### src/rtl/hazard_pkg.sv
// Shared types and instruction field positions for the hazard sequencer.
package hazard_pkg;

  typedef enum logic [1:0] {
    RUN      = 2'd0,
    LU_STALL = 2'd1,
    MEM_WAIT = 2'd2,
    ERR      = 2'd3
  } hz_state_e;

  // Register-specifier fields of a 16-bit WISC-SP13 instruction
  localparam int RS_HI = 10;
  localparam int RS_LO = 8;
  localparam int RT_HI = 7;
  localparam int RT_LO = 5;

  function automatic logic [2:0] get_rs(input logic [15:0] instr);
    return instr[RS_HI:RS_LO];
  endfunction

  function automatic logic [2:0] get_rt(input logic [15:0] instr);
    return instr[RT_HI:RT_LO];
  endfunction

endpackage

### src/rtl/hazard_ctrl_if.sv
// Pipeline-side bundle: hazard inputs in, stage write enables out.
interface hazard_ctrl_if #(
  parameter int CNT_W = 16
);
  logic [15:0]      IFIDInstr;
  logic             IFIDUsesRs;
  logic             IFIDUsesRt;
  logic             IDEXMemRead;
  logic             IDEXWriteToReg;
  logic [2:0]       IDEXRd;
  logic             branchTaken;
  logic             memBusy;
  logic             memDone;
  logic             clrCount;
  logic             pcWrite;
  logic             ifidWrite;
  logic             idexWrite;
  logic             xmWrite;
  logic             mwWrite;
  logic             flushIFID;
  logic             bubbleIDEX;
  logic             err;
  logic [CNT_W-1:0] stallCount;

  // Pipeline / environment side
  modport master (
    output IFIDInstr, IFIDUsesRs, IFIDUsesRt, IDEXMemRead, IDEXWriteToReg,
           IDEXRd, branchTaken, memBusy, memDone, clrCount,
    input  pcWrite, ifidWrite, idexWrite, xmWrite, mwWrite,
           flushIFID, bubbleIDEX, err, stallCount
  );

  // Hazard controller side
  modport slave (
    input  IFIDInstr, IFIDUsesRs, IFIDUsesRt, IDEXMemRead, IDEXWriteToReg,
           IDEXRd, branchTaken, memBusy, memDone, clrCount,
    output pcWrite, ifidWrite, idexWrite, xmWrite, mwWrite,
           flushIFID, bubbleIDEX, err, stallCount
  );
endinterface

### src/rtl/hazard_cmp.sv
// Load-use detector: a load in EX whose destination is read by decode.
module hazard_cmp
  import hazard_pkg::*;
(
  input  logic [15:0] instr_i,
  input  logic        uses_rs_i,
  input  logic        uses_rt_i,
  input  logic        mem_read_i,
  input  logic        wr_reg_i,
  input  logic [2:0]  rd_i,
  output logic        lu_o
);
  logic [2:0] rs, rt;
  logic       unused_fields;

  assign rs = get_rs(instr_i);
  assign rt = get_rt(instr_i);
  // Opcode and immediate bits play no part in the compare
  assign unused_fields = ^{instr_i[15:11], instr_i[4:0]};

  // Both qualifiers are required: a load that does not write back cannot hazard
  assign lu_o = mem_read_i & wr_reg_i &
                ((uses_rs_i & (rd_i == rs)) | (uses_rt_i & (rd_i == rt)));
endmodule

### src/rtl/hazard_ctrl.sv
// Hazard/stall sequencer: load-use bubble, branch flush, memory wait with
// timeout watchdog, and a saturating stall-cycle counter.
module hazard_ctrl
  import hazard_pkg::*;
#(
  parameter int MAX_WAIT = 64,
  parameter int CNT_W    = 16
) (
  input logic         clk,
  input logic         rst,
  hazard_ctrl_if.slave bus
);
  localparam int WAIT_W = $clog2(MAX_WAIT + 1);

  hz_state_e          state_q, state_d;
  logic [WAIT_W-1:0]  wait_q, wait_d;
  logic [CNT_W-1:0]   cnt_q, cnt_d;
  logic               lu;
  // {pc, ifid, idex, xm, mw} before reset gating
  logic [4:0]         en;
  logic               flush, bubble;

  hazard_cmp u_cmp (
    .instr_i    (bus.IFIDInstr),
    .uses_rs_i  (bus.IFIDUsesRs),
    .uses_rt_i  (bus.IFIDUsesRt),
    .mem_read_i (bus.IDEXMemRead),
    .wr_reg_i   (bus.IDEXWriteToReg),
    .rd_i       (bus.IDEXRd),
    .lu_o       (lu)
  );

  // State and wait-counter registers
  always_ff @(posedge clk or posedge rst) begin
    if (rst) begin
      state_q <= RUN;
      wait_q  <= '0;
    end else begin
      state_q <= state_d;
      wait_q  <= wait_d;
    end
  end

  // Next state and Mealy enables; priority memBusy > branchTaken > lu
  always_comb begin
    state_d = state_q;
    wait_d  = wait_q;
    en      = 5'b11111;
    flush   = 1'b0;
    bubble  = 1'b0;
    unique case (state_q)
      RUN, LU_STALL: begin
        if (bus.memBusy) begin
          en      = 5'b00000;
          state_d = MEM_WAIT;
          wait_d  = WAIT_W'(1);
        end else if (bus.branchTaken) begin
          // Enables stay high so the PC takes the redirect target
          flush   = 1'b1;
          bubble  = 1'b1;
          state_d = RUN;
        end else if (state_q == RUN && lu) begin
          // ID/EX gets a bubble, so the hazard is gone next cycle
          en      = 5'b00111;
          bubble  = 1'b1;
          state_d = LU_STALL;
        end else begin
          state_d = RUN;
        end
      end
      MEM_WAIT: begin
        // EX is frozen; a branch here is re-presented after the wait
        en = 5'b00000;
        if (bus.memDone) begin
          state_d = RUN;
          wait_d  = '0;
        end else if (wait_q == WAIT_W'(MAX_WAIT)) begin
          state_d = ERR;
        end else begin
          wait_d = wait_q + WAIT_W'(1);
        end
      end
      ERR: en = 5'b00000;
    endcase
  end

  // Stall counter next value: clear beats increment, saturate at all-ones
  always_comb begin
    cnt_d = cnt_q;
    if (bus.clrCount)
      cnt_d = '0;
    else if (!en[4] && cnt_q != '1)
      cnt_d = cnt_q + CNT_W'(1);
  end

  // Stall counter register
  always_ff @(posedge clk or posedge rst) begin
    if (rst) cnt_q <= '0;
    else     cnt_q <= cnt_d;
  end

  assign bus.pcWrite    = en[4] & ~rst;
  assign bus.ifidWrite  = en[3] & ~rst;
  assign bus.idexWrite  = en[2] & ~rst;
  assign bus.xmWrite    = en[1] & ~rst;
  assign bus.mwWrite    = en[0] & ~rst;
  assign bus.flushIFID  = flush  & ~rst;
  assign bus.bubbleIDEX = bubble & ~rst;
  assign bus.err        = (state_q == ERR);
  assign bus.stallCount = cnt_q;
endmodule

### src/flat_wrapper.sv
// flat-port wrapper written by rule: the top's interface ports become plain ports
module hazard_ctrl_flat import hazard_pkg::*;
#(
  parameter int MAX_WAIT = 64,
  parameter int CNT_W    = 16
)
  (clk, rst, bus_IFIDInstr, bus_IFIDUsesRs, bus_IFIDUsesRt, bus_IDEXMemRead, bus_IDEXWriteToReg, bus_IDEXRd, bus_branchTaken, bus_memBusy, bus_memDone, bus_clrCount, bus_pcWrite, bus_ifidWrite, bus_idexWrite, bus_xmWrite, bus_mwWrite, bus_flushIFID, bus_bubbleIDEX, bus_err, bus_stallCount);
  hazard_ctrl_if #(.CNT_W(CNT_W)) bus_i ();
  input logic clk;
  input logic rst;
  input wire logic [$bits(bus_i.IFIDInstr)-1:0] bus_IFIDInstr;
  input wire logic [$bits(bus_i.IFIDUsesRs)-1:0] bus_IFIDUsesRs;
  input wire logic [$bits(bus_i.IFIDUsesRt)-1:0] bus_IFIDUsesRt;
  input wire logic [$bits(bus_i.IDEXMemRead)-1:0] bus_IDEXMemRead;
  input wire logic [$bits(bus_i.IDEXWriteToReg)-1:0] bus_IDEXWriteToReg;
  input wire logic [$bits(bus_i.IDEXRd)-1:0] bus_IDEXRd;
  input wire logic [$bits(bus_i.branchTaken)-1:0] bus_branchTaken;
  input wire logic [$bits(bus_i.memBusy)-1:0] bus_memBusy;
  input wire logic [$bits(bus_i.memDone)-1:0] bus_memDone;
  input wire logic [$bits(bus_i.clrCount)-1:0] bus_clrCount;
  output wire logic [$bits(bus_i.pcWrite)-1:0] bus_pcWrite;
  output wire logic [$bits(bus_i.ifidWrite)-1:0] bus_ifidWrite;
  output wire logic [$bits(bus_i.idexWrite)-1:0] bus_idexWrite;
  output wire logic [$bits(bus_i.xmWrite)-1:0] bus_xmWrite;
  output wire logic [$bits(bus_i.mwWrite)-1:0] bus_mwWrite;
  output wire logic [$bits(bus_i.flushIFID)-1:0] bus_flushIFID;
  output wire logic [$bits(bus_i.bubbleIDEX)-1:0] bus_bubbleIDEX;
  output wire logic [$bits(bus_i.err)-1:0] bus_err;
  output wire logic [$bits(bus_i.stallCount)-1:0] bus_stallCount;
  assign bus_i.IFIDInstr = bus_IFIDInstr;
  assign bus_i.IFIDUsesRs = bus_IFIDUsesRs;
  assign bus_i.IFIDUsesRt = bus_IFIDUsesRt;
  assign bus_i.IDEXMemRead = bus_IDEXMemRead;
  assign bus_i.IDEXWriteToReg = bus_IDEXWriteToReg;
  assign bus_i.IDEXRd = bus_IDEXRd;
  assign bus_i.branchTaken = bus_branchTaken;
  assign bus_i.memBusy = bus_memBusy;
  assign bus_i.memDone = bus_memDone;
  assign bus_i.clrCount = bus_clrCount;
  assign bus_pcWrite = bus_i.pcWrite;
  assign bus_ifidWrite = bus_i.ifidWrite;
  assign bus_idexWrite = bus_i.idexWrite;
  assign bus_xmWrite = bus_i.xmWrite;
  assign bus_mwWrite = bus_i.mwWrite;
  assign bus_flushIFID = bus_i.flushIFID;
  assign bus_bubbleIDEX = bus_i.bubbleIDEX;
  assign bus_err = bus_i.err;
  assign bus_stallCount = bus_i.stallCount;
  hazard_ctrl #(.MAX_WAIT(MAX_WAIT), .CNT_W(CNT_W)) u_core (.clk(clk), .rst(rst), .bus(bus_i));
endmodule
### config.mk
export PLATFORM = sky130hd
export DESIGN_NAME = hazard_ctrl_flat
export DESIGN_NICKNAME = d
export VERILOG_FILES = /design/src/rtl/hazard_pkg.sv /design/src/rtl/hazard_ctrl_if.sv /design/src/rtl/hazard_cmp.sv /design/src/rtl/hazard_ctrl.sv /design/src/flat_wrapper.sv
export SDC_FILE = /design/constraint.sdc
export NUM_CORES = 1
export LEC_CHECK = 0
export ABC_AREA = 1
export BUFFER_PORTS_ARGS = -buffer_cell sky130_fd_sc_hd__buf_4
export CAP_MARGIN = 20
export CORE_UTILIZATION = 56
export DETAILED_ROUTE_END_ITERATION = 6
export PLACE_DENSITY = 0.85
export SKIP_LAST_GASP = 1
export SYNTH_ARGS = -nofsm -noshare
export SYNTH_HDL_FRONTEND = slang
export SYNTH_SLANG_ARGS = --single-unit
### constraint.sdc
create_clock -name clk -period 4.2 [get_ports clk]
set_clock_uncertainty 0.15 [all_clocks]
set_input_delay 0.84 -clock clk [delete_from_list [all_inputs] [get_ports clk]]
set_output_delay 0.84 -clock clk [all_outputs]
set_load 0.02 [all_outputs]
==> results of run 1 <==
[metal layers]
layer / global-route usage / up-vias
met1: 0.331 / 781
met2: 0.419 / 55
met4: 0.0850 / 0
met3: 0.0527 / 4
li1: - / 920
met5: 0 / -
[through the flow]
step / utilization / std cells / hold slack [ps] / setup WS, ps
after floorplan: - / 265 / 358 / 1240
after global placement: 0.695 / 342 / 392 / 1370
after detailed placement: 0.695 / 342 / 387 / 1340
after CTS: 0.704 / 346 / 418 / 1330
after global routing: 0.713 / 347 / 351 / 1110
final: 0.713 / 347 / 343 / 1260
[power by group through the flow]
stage          clock [mW]  sequential [mW]  combinational (mW)
3_5_place_dp            0            0.272               0.120
2_1_floorplan           0            0.273              0.0776
5_1_grt             0.123            0.270               0.140
6_report            0.111            0.267               0.123
3_3_place_gp            0            0.271               0.117
4_1_cts             0.117            0.267               0.121
[sequential cells by signal, indices dropped and copies added (netlist names)]
signal	cells
u_core.bus.stallCount	16
u_core.wait_q	7
u_core.state_q	2
[cell type report]
type,instances,share of cell area
multi-input combinational,189,0.445
sequential,25,0.287
timing repair buffer,43,0.157
inverter,42,0.0724
tap,44,0.0253
clock buffer,4,0.0121
[placed cells by master (no fill, tap or decap), types with 5 or more instances in the layout]
| cell type | instances |
|---|---|
| sky130_fd_sc_hd__nor2_1 | 30 |
| sky130_fd_sc_hd__nand3_1 | 27 |
| sky130_fd_sc_hd__nand2_1 | 70 |
| sky130_fd_sc_hd__nand4_1 | 19 |
| sky130_fd_sc_hd__dfrtp_1 | 25 |
| sky130_fd_sc_hd__inv_1 | 41 |
| sky130_fd_sc_hd__nor3_1 | 5 |
| sky130_fd_sc_hd__o21ai_1 | 5 |
| sky130_fd_sc_hd__xor2_1 | 13 |
| sky130_fd_sc_hd__buf_4 | 42 |
[worst max-delay path, cell delays in order]
cell                      delay [ps]
sky130_fd_sc_hd__buf_4           110
sky130_fd_sc_hd__nor2_1          180
sky130_fd_sc_hd__inv_1           100
sky130_fd_sc_hd__nor2_1          250
sky130_fd_sc_hd__inv_1           110
sky130_fd_sc_hd__a21oi_1         170
sky130_fd_sc_hd__buf_4           170
[logic make-up after synthesis]
| logic type | Yosys count | synth area share |
|---|---|---|
| AO/OA/AOI/OAI | 14 | 0.0436 |
| XOR/XNOR | 15 | 0.0727 |
| adder cells (fa/ha/maj) | 3 | 0.0208 |
| buffers and inverters | 51 | 0.118 |
| flip-flops | 25 | 0.346 |
| AND/OR/NAND/NOR | 157 | 0.399 |
[worst paths after layout]
check,start,endpoint,cells past startpoint
worst max-delay path,bus_memBusy,bus_bubbleIDEX,7
worst min-delay path,rst,u_core.bus.stallCount[0],2
worst max register to register,u_core.bus.stallCount[0],u_core.bus.stallCount[0],9
worst min register to register,u_core.wait_q[0],u_core.wait_q[0],2
max in group asynchronous,rst,u_core.bus.stallCount[15],3
min in group clk,u_core.wait_q[0],u_core.wait_q[0],2
==> flow_summary_export.csv, run 1 <==
group,metric,value,unit
cells_and_area,area_delta_synth_final,20.4,%
clocking,cts_tree,"yes",
cells_and_area,post-route-cell-area,2180,sq um
routing,routed-via-count,1760,
power_and_ir_drop,sw_share,0.329,
routing,drt-initial-drc-count,135,
timing,timing_max_transition_violations_final,0,
routing,routed_wirelength,4.00,mm
cells_and_area,multi_input_area,970,sq um
power_and_ir_drop,p_seq_frac,0.532,
timing,timing.final.hold_violations,0,
power_and_ir_drop,share_comb_of_total_power,0.246,
cells_and_area,ff_latch_area,626,sq um
routing,highest-signal-layer,"met4",
timing,period_needed,2940,ps
yosys,cells_after_synthesis,265,
yosys,synth_commonest_cells,"70 x sky130_fd_sc_hd__nand2_1, 41 x sky130_fd_sc_hd__inv_1, 30 x sky130_fd_sc_hd__nor2_1",
setup_path,arrival,1950,ps
routing,drt-vias-per-instance,5.07,
floorplanning,chipWidth,58.8,microns
timing,finalSetupTns,0,ps
setup_path,critPathRequiredTime,3210,ps
floorplanning,row_count,20,
worst_hold_path,timing.hold.worst.class,"in -> async",
clocking,cts_max_path_buffers,2,
yosys,synth.avg_cell_area,6.82,sq um
global_routing,grt_pass1_wl,6.78,mm
setup_path,worst_setup_path_start_kind,"input port",
routing,routedWlPerCell,11.5,microns
cells_and_area,antenna-diode-count,0,
place,dp_hpwl,2.93,mm
cells_and_area,fillers,266,
power_and_ir_drop,pwr-share-clk,0.222,
routing,met2RoutedLength,1.96,mm
yosys,ys_top_cells_by_area,"sky130_fd_sc_hd__dfrtp_1 35%, sky130_fd_sc_hd__nand2_1 15%, sky130_fd_sc_hd__inv_1 8.5%, sky130_fd_sc_hd__nand3_1 7.5%, sky130_fd_sc_hd__nand4_1 6.6%",
run,max_cap_viol_count,0,
place,gp_congestion,0.892,
cells_and_area,finalNetCount,336,
outcome,run_status,"completed",
cells_and_area,layout-drive-gt1-share,0.175,
yosys,syn-cell-area,1810,sq um
timing,setup-violations-final,0,
floorplanning,initial_core_util,0.592,
routing,met3_wirelength_from_detailed_routing,222,microns
global_routing,number_of_global_route_vias_before_repair,1591,
yosys,synth.top_cell.area_share,0.346,
power_and_ir_drop,total_switching_power,165,uW
timing,worst_slew_margin_rel,0.417,
floorplanning,design.core.area,3050,sq um
floorplanning,pin_count,53,
yosys,synth.lib_cells_used.distinct,25,
global_routing,antenna_found_initial,0,
floorplanning,fp.dieH,58.8,microns
routing,remaining_drc_errors,0,
global_routing,grt_overflow_total,0,
yosys,mappedNetlistNets,297,
yosys,synth_enable_flop_cells,0,
global_routing,groute.usage.overall,0.254,
clocking,cts_made_buffers,3,
setup_path,worstPathMaxFanout,5,
timing,tightest_slew,873,ps
power_and_ir_drop,vdd_ir_drop_max,284,uV
yosys,yosysTopAreaCell,"sky130_fd_sc_hd__dfrtp_1",
clocking,cts_resized,0,
power_and_ir_drop,finalPower,501,uW
timing,grt_setup_unrepaired,"no",
place,io_buffers,42,
floorplanning,die_area,3460,sq um
clocking,cts.sinks,25,
power_and_ir_drop,cellLeakagePower,1.22,nW
clocking,clock_insertion_delay_worst_skew,330,ps
timing,finalCritPeriodShare,0.699,
clocking,cts.repair_timing.setup_buffer_count,0,
clocking,clock_tree.htree_level_count,1,
setup_path,critPathCaptureType,"output pin",
yosys,most_common_flop_cell_mapped_by_yosys,"sky130_fd_sc_hd__dfrtp_1",
yosys,synth_async_sr_flop_share,1.00,
setup_path,category_of_the_most_critical_setup_path,"in -> out",
clocking,cts-root-buf,"sky130_fd_sc_hd__clkbuf_4",
setup_path,setup.reg_to_reg.worst_slack,2030,ps
clocking,cts_hold_buffers,0,
yosys,yosysMostFrequentCell,"sky130_fd_sc_hd__nand2_1",
routing,antenna_violating_nets_post_route,0,
timing,timing.fmax,0.341,GHz
yosys,synth.ff_latch_count,25,
routing,wl_met1,1.77,mm
global_routing,grt_max_degree,33,
yosys,synth.yosys.warnings,0,
clocking,clkTransAtPathRegs,140,ps
routing,detailedRoute.firstPassIterationCount,4,
power_and_ir_drop,p_per_area,230,nW/um^2
yosys,yosysSeqAreaShare,0.346,
power_and_ir_drop,cellInternalPower,336,uW
place,dpl-instance-area,2120,sq um
Power figures use the tool's default switching activity.
==> run 2: changes to the inputs <==
--- a/config.mk
+++ b/config.mk
@@ -5,12 +5,12 @@
 export SDC_FILE = /design/constraint.sdc
 export NUM_CORES = 1
 export LEC_CHECK = 0
-export ABC_AREA = 1
+export ABC_AREA = 0
 export BUFFER_PORTS_ARGS = -buffer_cell sky130_fd_sc_hd__buf_4
 export CAP_MARGIN = 20
-export CORE_UTILIZATION = 56
+export CORE_UTILIZATION = 45
 export DETAILED_ROUTE_END_ITERATION = 6
-export PLACE_DENSITY = 0.85
+export PLACE_DENSITY = 0.75
 export SKIP_LAST_GASP = 1
 export SYNTH_ARGS = -nofsm -noshare
 export SYNTH_HDL_FRONTEND = slang
==> constraint.sdc (replaced) <==
create_clock -name clk -period 2.65 [get_ports clk]
set_clock_uncertainty 0.15 [all_clocks]
set_input_delay 0.53 -clock clk [delete_from_list [all_inputs] [get_ports clk]]
set_output_delay 0.53 -clock clk [all_outputs]
set_load 0.02 [all_outputs]
==> run 2 against run 1 <==
Against the previous run:
- count of clock-buffer cells in the layout is the same
- final cell count shrank 26%
- sequential power increased by 61%
- combinational power grew 48%
- power increased by 56%
- routed wire length down 2.4%
- worst setup slack lost 1000 ps
- first-iteration DRC count decreased by 44%
- clock power up 54%
- critical endpoint is now bus_ifidWrite
==> flow_summary_export.csv, run 2 <==
group,metric,value,unit
cells_and_area,utilization,0.584,
setup_path,r2r_end,"u_core.bus.stallCount[5]",
routing,detailedRoute.firstPassIterationCount,4,
yosys,mappedNetlistNets,205,
routing,antenna_violating_nets_post_route,0,
cells_and_area,antenna-diode-count,0,
timing,whs,108,ps
yosys,syn-cell-area,1620,sq um
clocking,clock_tree.htree_level_count,1,
yosys,yosysSeqAreaShare,0.387,
setup_path,worst_path_max_delay_cell,"sky130_fd_sc_hd__dfrtp_1",
routing,routedWlPerCell,15.2,microns
clocking,cts.sinks,25,
clocking,cts-root-buf,"sky130_fd_sc_hd__clkbuf_4",
global_routing,groute.usage.overall,0.224,
routing,remaining_drc_errors,0,
global_routing,grt_max_degree,26,
timing,timing.fmax,0.413,GHz
yosys,synth.ff_latch_count,25,
setup_path,category_of_the_most_critical_setup_path,"reg -> out",
yosys,ys_top_cells_by_area,"sky130_fd_sc_hd__dfrtp_1 39%, sky130_fd_sc_hd__a21oi_1 4.3%, sky130_fd_sc_hd__xnor2_1 3.2%, sky130_fd_sc_hd__or4b_1 3.1%, sky130_fd_sc_hd__nand3_1 2.8%",
yosys,cells_after_synthesis,173,
timing,grt_setup_unrepaired,"no",
routing,drt-vias-per-instance,5.86,
global_routing,antenna_found_initial,0,
power_and_ir_drop,vdd_ir_drop_max,220,uV
setup_path,cpLargestDelayFamily,"simple AND/OR/NAND/NOR gates",
setup_path,critPathRequiredTime,1970,ps
setup_path,arrival,1740,ps
floorplanning,row_count,21,
cells_and_area,fillers,317,
setup_path,critPathCaptureType,"output pin",
yosys,synth.yosys.warnings,0,
timing,finalSetupTns,0,ps
worst_hold_path,timing.hold.worst.class,"in -> async",
routing,drt-initial-drc-count,76,
setup_path,setup.reg_to_reg.worst_slack,280,ps
outcome,run_status,"completed",
routing,routed-via-count,1505,
clocking,clkTransAtPathRegs,140,ps
cells_and_area,layout-drive-gt1-share,0.261,
clocking,cts.repair_timing.setup_buffer_count,0,
setup_path,worstPathMaxFanout,5,
timing,timing.final.hold_violations,0,
global_routing,grt_overflow_total,0,
cells_and_area,post-route-cell-area,1980,sq um
clocking,cts_max_path_buffers,2,
setup_path,timing.reg2reg.worst_path_depth,5,
floorplanning,chipWidth,62.0,microns
global_routing,number_of_global_route_vias_before_repair,1445,
cells_and_area,area_delta_synth_final,22.3,%
yosys,synth_async_sr_flop_share,1.00,
timing,period_needed,2420,ps
yosys,synth.avg_cell_area,9.35,sq um
run,max_cap_viol_count,0,
setup_path,critical_path.cell_chain,"nand3b_1 > a211oi_1 > nor2b_1 > nor2b_1 > buf_4",
setup_path,critical_path.most_common_cell,"sky130_fd_sc_hd__nor2b_1",
floorplanning,design.core.area,3390,sq um
place,io_buffers,42,
timing,final_critical_path_setup_slack,227,ps
setup_path,worst_setup_path_start_kind,"flip-flop",
place,place_worst_setup_slack,199,ps
clocking,cts_tree,"yes",
power_and_ir_drop,cellLeakagePower,0.912,nW
yosys,yosysMostFrequentCell,"sky130_fd_sc_hd__dfrtp_1",
yosys,synth_commonest_cells,"25 x sky130_fd_sc_hd__dfrtp_1, 14 x sky130_fd_sc_hd__a21oi_1, 10 x sky130_fd_sc_hd__nor2_1",
cells_and_area,largest_reg_flops,16,
global_routing,grt_pass1_wl,6.35,mm
floorplanning,fp.dieH,62.0,microns
yosys,synth.lib_cells_used.distinct,42,
floorplanning,die_area,3840,sq um
yosys,synth_enable_flop_cells,0,
timing,worst_slew_margin_rel,0.651,
place,dpl-instance-area,1950,sq um
clocking,cts_made_buffers,3,
floorplanning,initial_core_util,0.477,
setup_path,max_stage_delay,450,ps
timing,tightest_slew,523,ps
yosys,most_common_flop_cell_mapped_by_yosys,"sky130_fd_sc_hd__dfrtp_1",
routing,routed_wirelength,3.90,mm
setup_path,reg2reg_from,"u_core.state_q[0]",
timing,timing_max_transition_violations_final,0,
yosys,yosysTopAreaCell,"sky130_fd_sc_hd__dfrtp_1",
timing,finalCritPeriodShare,0.914,
place,gp_congestion,0.749,
clocking,cts_resized,0,
cells_and_area,finalNetCount,244,
floorplanning,pin_count,53,
yosys,synth.top_cell.area_share,0.387,
cells_and_area,layout.cells.most_common,"sky130_fd_sc_hd__buf_4",
cells_and_area,layout_common_cells,"43 x sky130_fd_sc_hd__buf_4, 25 x sky130_fd_sc_hd__dfrtp_1, 14 x sky130_fd_sc_hd__a21oi_1, 10 x sky130_fd_sc_hd__nor2_1, 9 x sky130_fd_sc_hd__nand3_1",
place,dp_hpwl,2.95,mm
timing,setup-violations-final,0,
power_and_ir_drop,p_per_area,395,nW/um^2
clocking,cts_hold_buffers,0,
clocking,clock_insertion_delay_worst_skew,310,ps
setup_path,critPathBufInv,1,
run 2: cell count changes after synthesis, sizes merged, moves of 5 or more:
cell | previous run | this run
a21oi | 4 | 14
and3 | 0 | 8
inv | 42 | 8
nand2 | 73 | 7
nand3 | 27 | 9
nand4 | 20 | 6
nor2 | 32 | 10
o41ai | 0 | 5
or4 | 0 | 6
or4b | 0 | 5
xor2 | 13 | 0
run 2: cell type report:
type / instances / area, sq um / share of cell area
flip-flops and latches: 25 / 626 / 0.316
well taps: 46 / 57.6 / 0.0291
repair buffers: 44 / 343 / 0.173
multi-input cells: 130 / 896 / 0.453
clock buffers: 4 / 26.3 / 0.0133
inverters: 8 / 30.0 / 0.0152
run 2: metrics by stage:
stage | power (mW) | std cells
3_5_place_dp | 0.620 | 253
4_1_cts | 0.788 | 257
6_report | 0.782 | 257
5_1_grt | 0.835 | 257
2_1_floorplan | 0.551 | 173
3_3_place_gp | 0.608 | 253
run 2: layer usage:
metal / wire (microns) / vias up / track usage
met2: 2100 / 47 / 0.429
li1: - / 733 / -
met5: 0 / - / 0
met4: 49 / 0 / 0.0667
met3: 121 / 8 / 0.0290
met1: 1630 / 717 / 0.256
run 2: logic make-up (layout without fill, tap and decap cells):
logic type	count (synthesis)	after routing	synth area share
flip-flops	25	25	0.387
XOR/XNOR	6	6	0.0325
buffers and inverters	18	56	0.0595
multiplexers	7	7	0.0464
AO/OA/AOI/OAI	39	39	0.162
adder cells (fa/ha/maj)	3	3	0.0232
AND/OR/NAND/NOR	75	75	0.290
run 2: worst max path at each step:
stage,cells past startpoint,endpoint,startpoint,slack (ps)
2_1_floorplan,3,bus_pcWrite,bus_memBusy,60
3_3_place_gp,7,bus_pcWrite,bus_IFIDInstr[8],270
3_5_place_dp,6,u_core.bus.stallCount[3],bus_IDEXMemRead,200
4_1_cts,5,bus_pcWrite,u_core.state_q[0],210
5_1_grt,3,bus_pcWrite,u_core.state_q[1],50
6_report,5,bus_ifidWrite,u_core.state_q[0],230
run 2: tightest hold or removal path: stages:
cell                    delay [ps]
sky130_fd_sc_hd__buf_4         110
sky130_fd_sc_hd__inv_1          40
sky130_fd_sc_hd__buf_4         300
run 2: report_power, final:
part,internal [mW],total [mW],switching (mW)
clock network,0.0587,0.171,0.112
logic,0.0806,0.182,0.101
registers,0.399,0.429,0.0306
total,0.538,0.782,0.243
==> run 3: changes to the inputs <==
--- a/config.mk
+++ b/config.mk
@@ -8,9 +8,10 @@
 export ABC_AREA = 0
 export BUFFER_PORTS_ARGS = -buffer_cell sky130_fd_sc_hd__buf_4
 export CAP_MARGIN = 20
-export CORE_UTILIZATION = 45
+export CORE_UTILIZATION = 54
 export DETAILED_ROUTE_END_ITERATION = 6
-export PLACE_DENSITY = 0.75
+export MAX_ROUTING_LAYER = met4
+export PLACE_DENSITY = 0.84
 export SKIP_LAST_GASP = 1
 export SYNTH_ARGS = -nofsm -noshare
 export SYNTH_HDL_FRONTEND = slang
==> constraint.sdc (replaced) <==
create_clock -name clk -period 3.1 [get_ports clk]
set_clock_uncertainty 0.15 [all_clocks]
set_input_delay 0.62 -clock clk [delete_from_list [all_inputs] [get_ports clk]]
set_output_delay 0.62 -clock clk [all_outputs]
set_load 0.02 [all_outputs]
==> run 3 against run 2 <==
Against the previous run:
- the flow now finishes with violations (design-rule violations)
- non-clock buffer count stayed put
- via count is 0.60% higher
- critical path depth is 2 higher
- clock power is 12% lower
- sequential share of layout area is 0.16 points higher
- combinational power is 15% lower
- worst setup slack better by 260 ps
- core utilization is 12 points higher
- register-to-register slack better by 480 ps
- routed wire length is 4.7% lower
- sequential power is 15% lower
- sequential cell count stayed put
- critical endpoint is now bus_pcWrite
==> flow_summary_export.csv, run 3 (synthesized netlist as in run 2, its figures left out) <==
group,metric,value,unit
outcome,run_status,"finished, violations left",
outcome,violations,"design-rule violations",
setup_path,critical_path.cell_chain,"buf_4 > xnor2_1 > nand4_1 > a211oi_1 > nor2b_1 > nor2b_1 > buf_4",
floorplanning,pin_count,53,
routing,drt-initial-drc-count,72,
cells_and_area,area_delta_synth_final,21.7,%
run,max_cap_viol_count,0,
routing,routedWlPerCell,15.4,microns
setup_path,arrival,1850,ps
power_and_ir_drop,p_per_area,341,nW/um^2
setup_path,critPathBufInv,2,
clocking,cts_resized,0,
clocking,cts.sinks,25,
timing,finalSetupTns,0,ps
global_routing,grt_pass1_wl,6.42,mm
cells_and_area,layout-drive-gt1-share,0.265,
clocking,cts_hold_buffers,0,
global_routing,number_of_global_route_vias_before_repair,1479,
routing,drt-vias-per-instance,6.26,
setup_path,critPathRequiredTime,2330,ps
routing,detailedRoute.firstPassIterationCount,6,
timing,setup-violations-final,0,
clocking,clkTransAtPathRegs,130,ps
timing,timing_max_transition_violations_final,0,
timing,grt_setup_unrepaired,"no",
global_routing,groute.usage.overall,0.265,
cells_and_area,utilization,0.702,
floorplanning,fp.dieH,56.7,microns
setup_path,worstPathMaxFanout,2,
global_routing,antenna_found_initial,0,
clocking,clock_insertion_delay_worst_skew,340,ps
timing,worst_slew_margin_rel,0.564,
place,dp_hpwl,2.71,mm
clocking,cts-root-buf,"sky130_fd_sc_hd__clkbuf_4",
cells_and_area,antenna-diode-count,0,
power_and_ir_drop,cellLeakagePower,0.919,nW
global_routing,grt_overflow_total,0,
floorplanning,initial_core_util,0.577,
setup_path,category_of_the_most_critical_setup_path,"in -> out",
timing,timing.final.hold_violations,0,
cells_and_area,layout_common_cells,"43 x sky130_fd_sc_hd__buf_4, 25 x sky130_fd_sc_hd__dfrtp_1, 14 x sky130_fd_sc_hd__a21oi_1, 10 x sky130_fd_sc_hd__nor2_1, 9 x sky130_fd_sc_hd__nand3_1",
setup_path,max_stage_delay,330,ps
routing,remaining_drc_errors,5,
clocking,cts_tree,"yes",
routing,routed_wirelength,3.72,mm
cells_and_area,layout.cells.most_common,"sky130_fd_sc_hd__buf_4",
cells_and_area,largest_reg_flops,16,
timing,finalCritPeriodShare,0.844,
power_and_ir_drop,vdd_ir_drop_max,299,uV
place,io_buffers,42,
setup_path,cpLargestDelayFamily,"simple AND/OR/NAND/NOR gates",
timing,period_needed,2620,ps
clocking,cts.repair_timing.setup_buffer_count,0,
floorplanning,chipWidth,56.7,microns
timing,tightest_slew,654,ps
clocking,cts_max_path_buffers,2,
routing,antenna_violating_nets_post_route,0,
setup_path,worst_setup_path_start_kind,"input port",
setup_path,critPathCaptureType,"output pin",
clocking,cts_made_buffers,3,
clocking,clock_tree.htree_level_count,1,
floorplanning,die_area,3220,sq um
floorplanning,design.core.area,2810,sq um
timing,timing.fmax,0.382,GHz
timing,whs,14.3,ps
routing,routed-via-count,1514,
floorplanning,row_count,19,
place,gp_congestion,0.805,
cells_and_area,finalNetCount,244,
global_routing,grt_max_degree,26,
worst_hold_path,timing.hold.worst.class,"in -> async",
setup_path,worst_path_max_delay_cell,"sky130_fd_sc_hd__a211oi_1",
==> run 3: worst paths after layout <==
path	depth (start not counted)	slack, ps	to	from
worst max-delay path	7	480	bus_pcWrite	bus_IDEXRd[2]
worst min-delay path	2	10	u_core.wait_q[0]	rst
worst max register to register	6	760	u_core.bus.stallCount[5]	u_core.bus.stallCount[0]
worst min register to register	1	410	u_core.wait_q[4]	u_core.wait_q[4]
max in group asynchronous	3	2440	u_core.bus.stallCount[8]	rst
min in group clk	2	350	u_core.state_q[1]	bus_memDone
==> run 3: report_power, final <==
| group | total [mW] | leakage (nW) | switching (mW) | internal [mW] |
|---|---|---|---|---|
| combinational | 0.155 | 0.559 | 0.0865 | 0.0682 |
| sequential | 0.366 | 0.342 | 0.0254 | 0.341 |
| clock | 0.151 | 0.0177 | 0.102 | 0.0486 |
==> run 3: layout make-up <==
class                      instances  area, sq um
inverter                           8         30.0
tap                               31         38.8
timing repair buffer              44          350
sequential                        25          626
fill                             212          837
clock inverter                     1         5.00
multi-input combinational        130          896
clock buffer                       3         22.5
==> run 3: metal layers <==
metal,vias to the layer above,share of wire,track usage
li1,735,-,-
met3,4,0.038,0.0507
met5,-,0,-
met1,743,0.39,0.279
met2,32,0.55,0.476
met4,0,0.015,0.122
==> run 3: metrics by stage <==
| step | setup slack (ps) | total power, mW | area (sq um) | std cells |
|---|---|---|---|---|
| after CTS | 511 | 0.672 | 1940 | 241 |
| final | 485 | 0.672 | 1970 | 242 |
| after detailed placement | 498 | 0.522 | 1910 | 237 |
| after global routing | 361 | 0.706 | 1970 | 242 |
| after floorplan | 328 | 0.471 | 1620 | 173 |
| after global placement | 549 | 0.514 | 1910 | 237 |
